`src/rtl/servo_ramp_if.sv`:
```
// rtl/servo_ramp_if.sv - target command handshake between host and servo_ramp
interface servo_ramp_if;
    logic        cmd_valid;
    logic [12:0] cmd_target;
    logic        cmd_ready;

    modport master (output cmd_valid, output cmd_target, input cmd_ready);
    modport slave  (input cmd_valid, input cmd_target, output cmd_ready);
endinterface

```
`src/rtl/servo_ramp.sv`:
```
// rtl/servo_ramp.sv - slew-rate limiter stepping servo magnitude toward a clamped target
module servo_ramp #(
    parameter int CLK_HZ    = 50000000,
    parameter int UPDATE_HZ = 1000,
    parameter int MAG_MIN   = 0,
    parameter int MAG_MAX   = 8191,
    parameter int INIT_MAG  = 4096
) (
    input  logic         clk,
    input  logic         reset_n,
    servo_ramp_if.slave  cmd,
    input  logic [5:0]   step_i,
    input  logic         hold_i,
    output logic [12:0]  magnitude_o,
    output logic         busy_o,
    output logic         at_target_o,
    output logic         clamped_o
);
    localparam int          DIV   = CLK_HZ / UPDATE_HZ;
    localparam int          CW    = (DIV > 2) ? $clog2(DIV) : 1;
    localparam logic [CW-1:0] LAST = CW'(DIV - 1);
    localparam logic [12:0] MIN13  = 13'(MAG_MIN);
    localparam logic [12:0] MAX13  = 13'(MAG_MAX);
    localparam logic [12:0] INIT13 = 13'(INIT_MAG);

    localparam logic [0:0] IDLE = 1'b0;
    localparam logic [0:0] RAMP = 1'b1;

    logic [CW-1:0] cnt_q, cnt_d;
    logic [12:0]   target_q, target_d;
    logic [12:0]   mag_q, mag_d;
    logic [0:0]    state_q, state_d;
    logic          ready_q;
    logic          clamped_q, clamped_d;

    logic               tick;
    logic               accept;
    logic [12:0]        cmd_clamped;
    logic signed [13:0] diff;
    logic [13:0]        adiff;
    logic [5:0]         s;

    assign tick   = (cnt_q == LAST);
    assign accept = cmd.cmd_valid & ready_q;

    // t < MIN written as t+1 <= MIN so a zero minimum does not fold to a constant compare
    always_comb begin
        cmd_clamped = cmd.cmd_target;
        if (({1'b0, cmd.cmd_target} + 14'd1) <= {1'b0, MIN13})
            cmd_clamped = MIN13;
        else if ({1'b0, cmd.cmd_target} > {1'b0, MAX13})
            cmd_clamped = MAX13;
    end

    assign diff  = $signed({1'b0, target_q}) - $signed({1'b0, mag_q});
    assign adiff = diff[13] ? 14'(-diff) : 14'(diff);
    assign s     = (step_i == 6'd0) ? 6'd1 : step_i;

    always_comb begin
        cnt_d     = tick ? '0 : cnt_q + 1'b1;
        target_d  = target_q;
        mag_d     = mag_q;
        state_d   = state_q;
        clamped_d = 1'b0;

        // The tick always works against the target latched before this cycle
        if (state_q == RAMP && tick && !hold_i) begin
            if (adiff <= {8'd0, s}) begin
                mag_d   = target_q;
                state_d = IDLE;
            end else if (diff[13]) begin
                mag_d = mag_q - {7'd0, s};
            end else begin
                mag_d = mag_q + {7'd0, s};
            end
        end

        if (accept) begin
            target_d  = cmd_clamped;
            clamped_d = (cmd_clamped != cmd.cmd_target);
            state_d   = (cmd_clamped != mag_d) ? RAMP : IDLE;
        end
    end

    always_ff @(posedge clk) begin
        if (!reset_n) begin
            cnt_q     <= '0;
            target_q  <= INIT13;
            mag_q     <= INIT13;
            state_q   <= IDLE;
            ready_q   <= 1'b0;
            clamped_q <= 1'b0;
        end else begin
            cnt_q     <= cnt_d;
            target_q  <= target_d;
            mag_q     <= mag_d;
            state_q   <= state_d;
            ready_q   <= 1'b1;
            clamped_q <= clamped_d;
        end
    end

    assign cmd.cmd_ready = ready_q;
    assign magnitude_o   = mag_q;
    assign busy_o        = (state_q == RAMP);
    assign at_target_o   = (state_q == IDLE);
    assign clamped_o     = clamped_q;
endmodule

```
`src/flat_wrapper.sv`:
```
// flat-port wrapper written by rule: the top's interface ports become plain ports
module servo_ramp_flat 
#(
    parameter int CLK_HZ    = 50000000,
    parameter int UPDATE_HZ = 1000,
    parameter int MAG_MIN   = 0,
    parameter int MAG_MAX   = 8191,
    parameter int INIT_MAG  = 4096
)
  (clk, reset_n, step_i, hold_i, magnitude_o, busy_o, at_target_o, clamped_o, cmd_cmd_valid, cmd_cmd_target, cmd_cmd_ready);
  servo_ramp_if cmd_i ();
  input  logic clk;
  input  logic reset_n;
  input  logic [5:0] step_i;
  input  logic hold_i;
  output logic [12:0] magnitude_o;
  output logic busy_o;
  output logic at_target_o;
  output logic clamped_o;
  input wire logic [$bits(cmd_i.cmd_valid)-1:0] cmd_cmd_valid;
  input wire logic [$bits(cmd_i.cmd_target)-1:0] cmd_cmd_target;
  output wire logic [$bits(cmd_i.cmd_ready)-1:0] cmd_cmd_ready;
  assign cmd_i.cmd_valid = cmd_cmd_valid;
  assign cmd_i.cmd_target = cmd_cmd_target;
  assign cmd_cmd_ready = cmd_i.cmd_ready;
  servo_ramp #(.CLK_HZ(CLK_HZ), .UPDATE_HZ(UPDATE_HZ), .MAG_MIN(MAG_MIN), .MAG_MAX(MAG_MAX), .INIT_MAG(INIT_MAG)) u_core (.clk(clk), .reset_n(reset_n), .cmd(cmd_i), .step_i(step_i), .hold_i(hold_i), .magnitude_o(magnitude_o), .busy_o(busy_o), .at_target_o(at_target_o), .clamped_o(clamped_o));
endmodule
```
`config.mk`:
```
export PLATFORM = sky130hd
export DESIGN_NAME = servo_ramp_flat
export DESIGN_NICKNAME = d
export VERILOG_FILES = /design/src/rtl/servo_ramp_if.sv /design/src/rtl/servo_ramp.sv /design/src/flat_wrapper.sv
export SDC_FILE = /design/constraint.sdc
export NUM_CORES = 1
export LEC_CHECK = 0
export CORE_AREA = 3 3 84 105
export DETAILED_ROUTE_END_ITERATION = 6
export DIE_AREA = 0 0 87 108
export GPL_ROUTABILITY_DRIVEN = 0
export MAX_ROUTING_LAYER = met4
export PLACE_DENSITY = 0.75
export SYNTH_ARGS = -nofsm -noshare
export SYNTH_HDL_FRONTEND = slang
export SYNTH_SLANG_ARGS = --single-unit
```
`constraint.sdc`:
```
create_clock -name clk -period 6.8 [get_ports clk]
set_clock_uncertainty 0.15 [all_clocks]
set_input_delay 1.02 -clock clk [delete_from_list [all_inputs] [get_ports clk]]
set_output_delay 1.02 -clock clk [all_outputs]
set_load 0.01 [all_outputs]
```
==> impl_metrics.tcl <==
set metrics [dict create \
    worst_pin_slew_ns 0.861 \
    cts_root_buf "clkbuf_8" \
    synthFlopType "dfxtp_1" \
    die_w_microns 87 \
    power.total_uw 796 \
    critPathBufInv 3 \
    synthCells 535 \
    portBuffers 39 \
    slew_headroom 0.426 \
    syn_area_sq_um 4300 \
    die_h_microns 108 \
    clk_pin_slew_ns 0.08 \
    cts_hold_buf 0 \
    layout-drive-gt1-share 0.0443 \
    cp_cell_sequence "inv_1 > ha_1 > a211oi_1 > o21bai_1 > a21bo_2 > a221oi_2 > buf_4 > o21ai_0 > xnor2_1 > ha_1 > o211ai_1 > nand3b_1 > a21oi_1 > o22ai_1 > nor4_4 > buf_4 > mux2i_1 > nand2_1 > o211a_1" \
    htree_num_levels 2 \
    p_leak_uw 0.00198 \
    synth.avg_cell_area_sq_um 8.05 \
    grt-ovfl-total 0 \
    start_util 0.546 \
    post_cts_buffers 0 \
    finalCritPeriodShare 0.844 \
    insertedDiodeCount 0 \
    area_delta_synth_final_pct 11.6 \
    fp.dieArea_sq_um 9400 \
    track_usage 0.242 \
    cts.sinks 45 \
    utilization 0.610 \
    yosysUniqueCellTypes 70 \
    final_common_cell "nand2_1" \
    vdd_drop_max_v 0.000146 \
    via_per_inst 5.97 \
    crit_slowest_cell "nor4_4" \
    rsz0062_at_grt "no" \
    yosysWarnings 0 \
    grt_pass1_vias 3887 \
    dp.final_hpwl_microns 8680 \
    nNetsFinal 624 \
    ant_nets 0 \
    synthArstFlopShare 0 \
    synth_seq_cells 45 \
    synth_enable_flop_cells 0 \
    status "finished clean" \
    cts_resized 0 \
    grt_pass1_wl_microns 17900 \
    finalMaxSlewViolations 0 \
    vias 3934 \
    drc 0 \
    cts_buffers 5 \
    min_from "u_core.cnt_q[0]" \
    io_pins 40 \
    hp-class "flip-flop to flip-flop" \
    path_class "flip-flop to flip-flop" \
    rows 36 \
    clk_path_buf_depth 2 \
    maxCapViolCount 0 \
    coreArea_sq_um 7880 \
    worstPathRequired_ns 6.85 \
    fin_crit_ns 5.74 \
    crit_arrival_ns 5.78 \
    wirelength_microns 10800 \
    wire_per_inst_microns 16.3 \
    r2r-start "u_core.magnitude_o[6]" \
    cp_top_family "compound AO/OA/AOI/OAI gates" \
    whs_ns 0.299 \
    antenna_found_initial 0 \
    ff2ff_setup_slack_ns 1.06 \
    insertion_delay_ns 0.30 \
    fmax_mhz 174 \
    critPathCaptureType "flip-flop" \
    cellPowerDensity_nw_per_um2 166 \
    setup_violations 0 \
    detail_route.first_pass.iterations 4 \
    crit_start "u_core.magnitude_o[6]" \
    path_max_fanout 13 \
    placed_cell_area_sq_um 4730 \
    syn-num-nets 594 \
    yosysSeqAreaShare 0.209 \
    grt_max_degree 32 \
    nFillCells 693 \
    drt-initial-drc-count 197 \
    tns_ns 0 \
    cts_tree "built" \
    max_stage_delay_ns 0.77 \
    fin_area_sq_um 4800 \
    mostFrequentLayoutCells "nand2_1 (58), dfxtp_1 (45), nor2_1 (42)" \
    cp-start-kind "flip-flop" \
    hold_viol 0 \
]
-- report_power, final --
| group | switching (uW) | internal [uW] | leakage (uW) |
|---|---|---|---|
| logic | 203 | 162 | 0.00157 |
| clock network | 85.9 | 67.7 | 0.0000399 |
| registers | 6.97 | 270 | 0.000366 |
| total | 296 | 500 | 0.00198 |
-- kinds of logic (layout without fill, tap and decap cells) --
group	count (synthesis)	after routing	synth area share
and+or+nand+nor	192	192	0.225
xor gates and xnor gates	72	72	0.147
other	1	1	0.000871
muxes	20	20	0.0468
adders and majority gates	36	36	0.108
DFF	45	45	0.209
buffers and inverters	51	80	0.0578
AOI/OAI and AO/OA	118	118	0.206
-- synth_stat cells (3+ instances only) --
| cell type | count | area share |
|---|---|---|
| buf_2 | 4 | 0.0047 |
| nor2b_1 | 9 | 0.013 |
| a211oi_1 | 4 | 0.0070 |
| nand2_1 | 58 | 0.051 |
| a21boi_0 | 15 | 0.026 |
| nor2_1 | 42 | 0.037 |
| o211ai_1 | 3 | 0.0052 |
| inv_1 | 31 | 0.027 |
| or4_1 | 5 | 0.0087 |
| nand3_1 | 13 | 0.015 |
| a221oi_1 | 3 | 0.0061 |
| nor4_1 | 4 | 0.0058 |
| xnor2_1 | 33 | 0.067 |
| xor2_1 | 39 | 0.079 |
| clkbuf_1 | 6 | 0.0052 |
| nand2b_1 | 10 | 0.015 |
| buf_6 | 4 | 0.010 |
| a21oi_1 | 18 | 0.021 |
| and3_1 | 7 | 0.010 |
| mux2i_1 | 19 | 0.044 |
| nor3_1 | 10 | 0.012 |
| nand4_1 | 8 | 0.012 |
| ha_1 | 34 | 0.099 |
| o21ai_0 | 16 | 0.019 |
| o22ai_1 | 4 | 0.0058 |
| o21a_1 | 7 | 0.012 |
| a21o_1 | 9 | 0.016 |
| dfxtp_1 | 45 | 0.21 |
| and4_1 | 3 | 0.0061 |
| o211a_1 | 10 | 0.023 |
| a31oi_1 | 6 | 0.0087 |
| and2_1 | 5 | 0.0073 |
-- worst paths after layout --
kind / end / cells after the start
worst max-delay path: u_core.magnitude_o[3] / 19
worst min-delay path: u_core.cnt_q[0] / 1
worst max register to register: u_core.magnitude_o[3] / 19
worst min register to register: u_core.cnt_q[0] / 1
-- cell type report --
class / instances / area, sq um / area share
Clock buffer: 5 / 68.8 / 0.0143
Clock inverter: 1 / 5.00 / 0.00104
Sequential cell: 45 / 901 / 0.187
Inverter: 31 / 116 / 0.0242
Tap cell: 95 / 119 / 0.0247
Timing Repair Buffer: 43 / 420 / 0.0875
Multi-Input combinational cell: 439 / 3170 / 0.661
-- state kept, by name, indices dropped and copies added, names as in the netlist --
name                  cells
u_core.cmd.cmd_ready      1
u_core.magnitude_o       13
u_core.cnt_q             16
u_core.busy_o             1
u_core.clamped_o          1
u_core.target_q          13
-- per-layer routing --
layer,share of wire,track usage,up-vias
met2,0.53,0.436,89
met3,0.028,0.0160,19
met1,0.42,0.286,1868
met4,0.021,0.0713,0
met5,0,-,-
li1,-,-,1958
-- stage by stage --
stage / instances / worst slack (ns)
2_1_floorplan: 535 / 1.57
3_3_place_gp: 653 / 1.23
3_5_place_dp: 653 / 1.03
4_1_cts: 659 / 1.09
5_1_grt: 659 / 0.568
6_report: 659 / 1.06
Note: power is estimated with default switching activity, not from simulation.
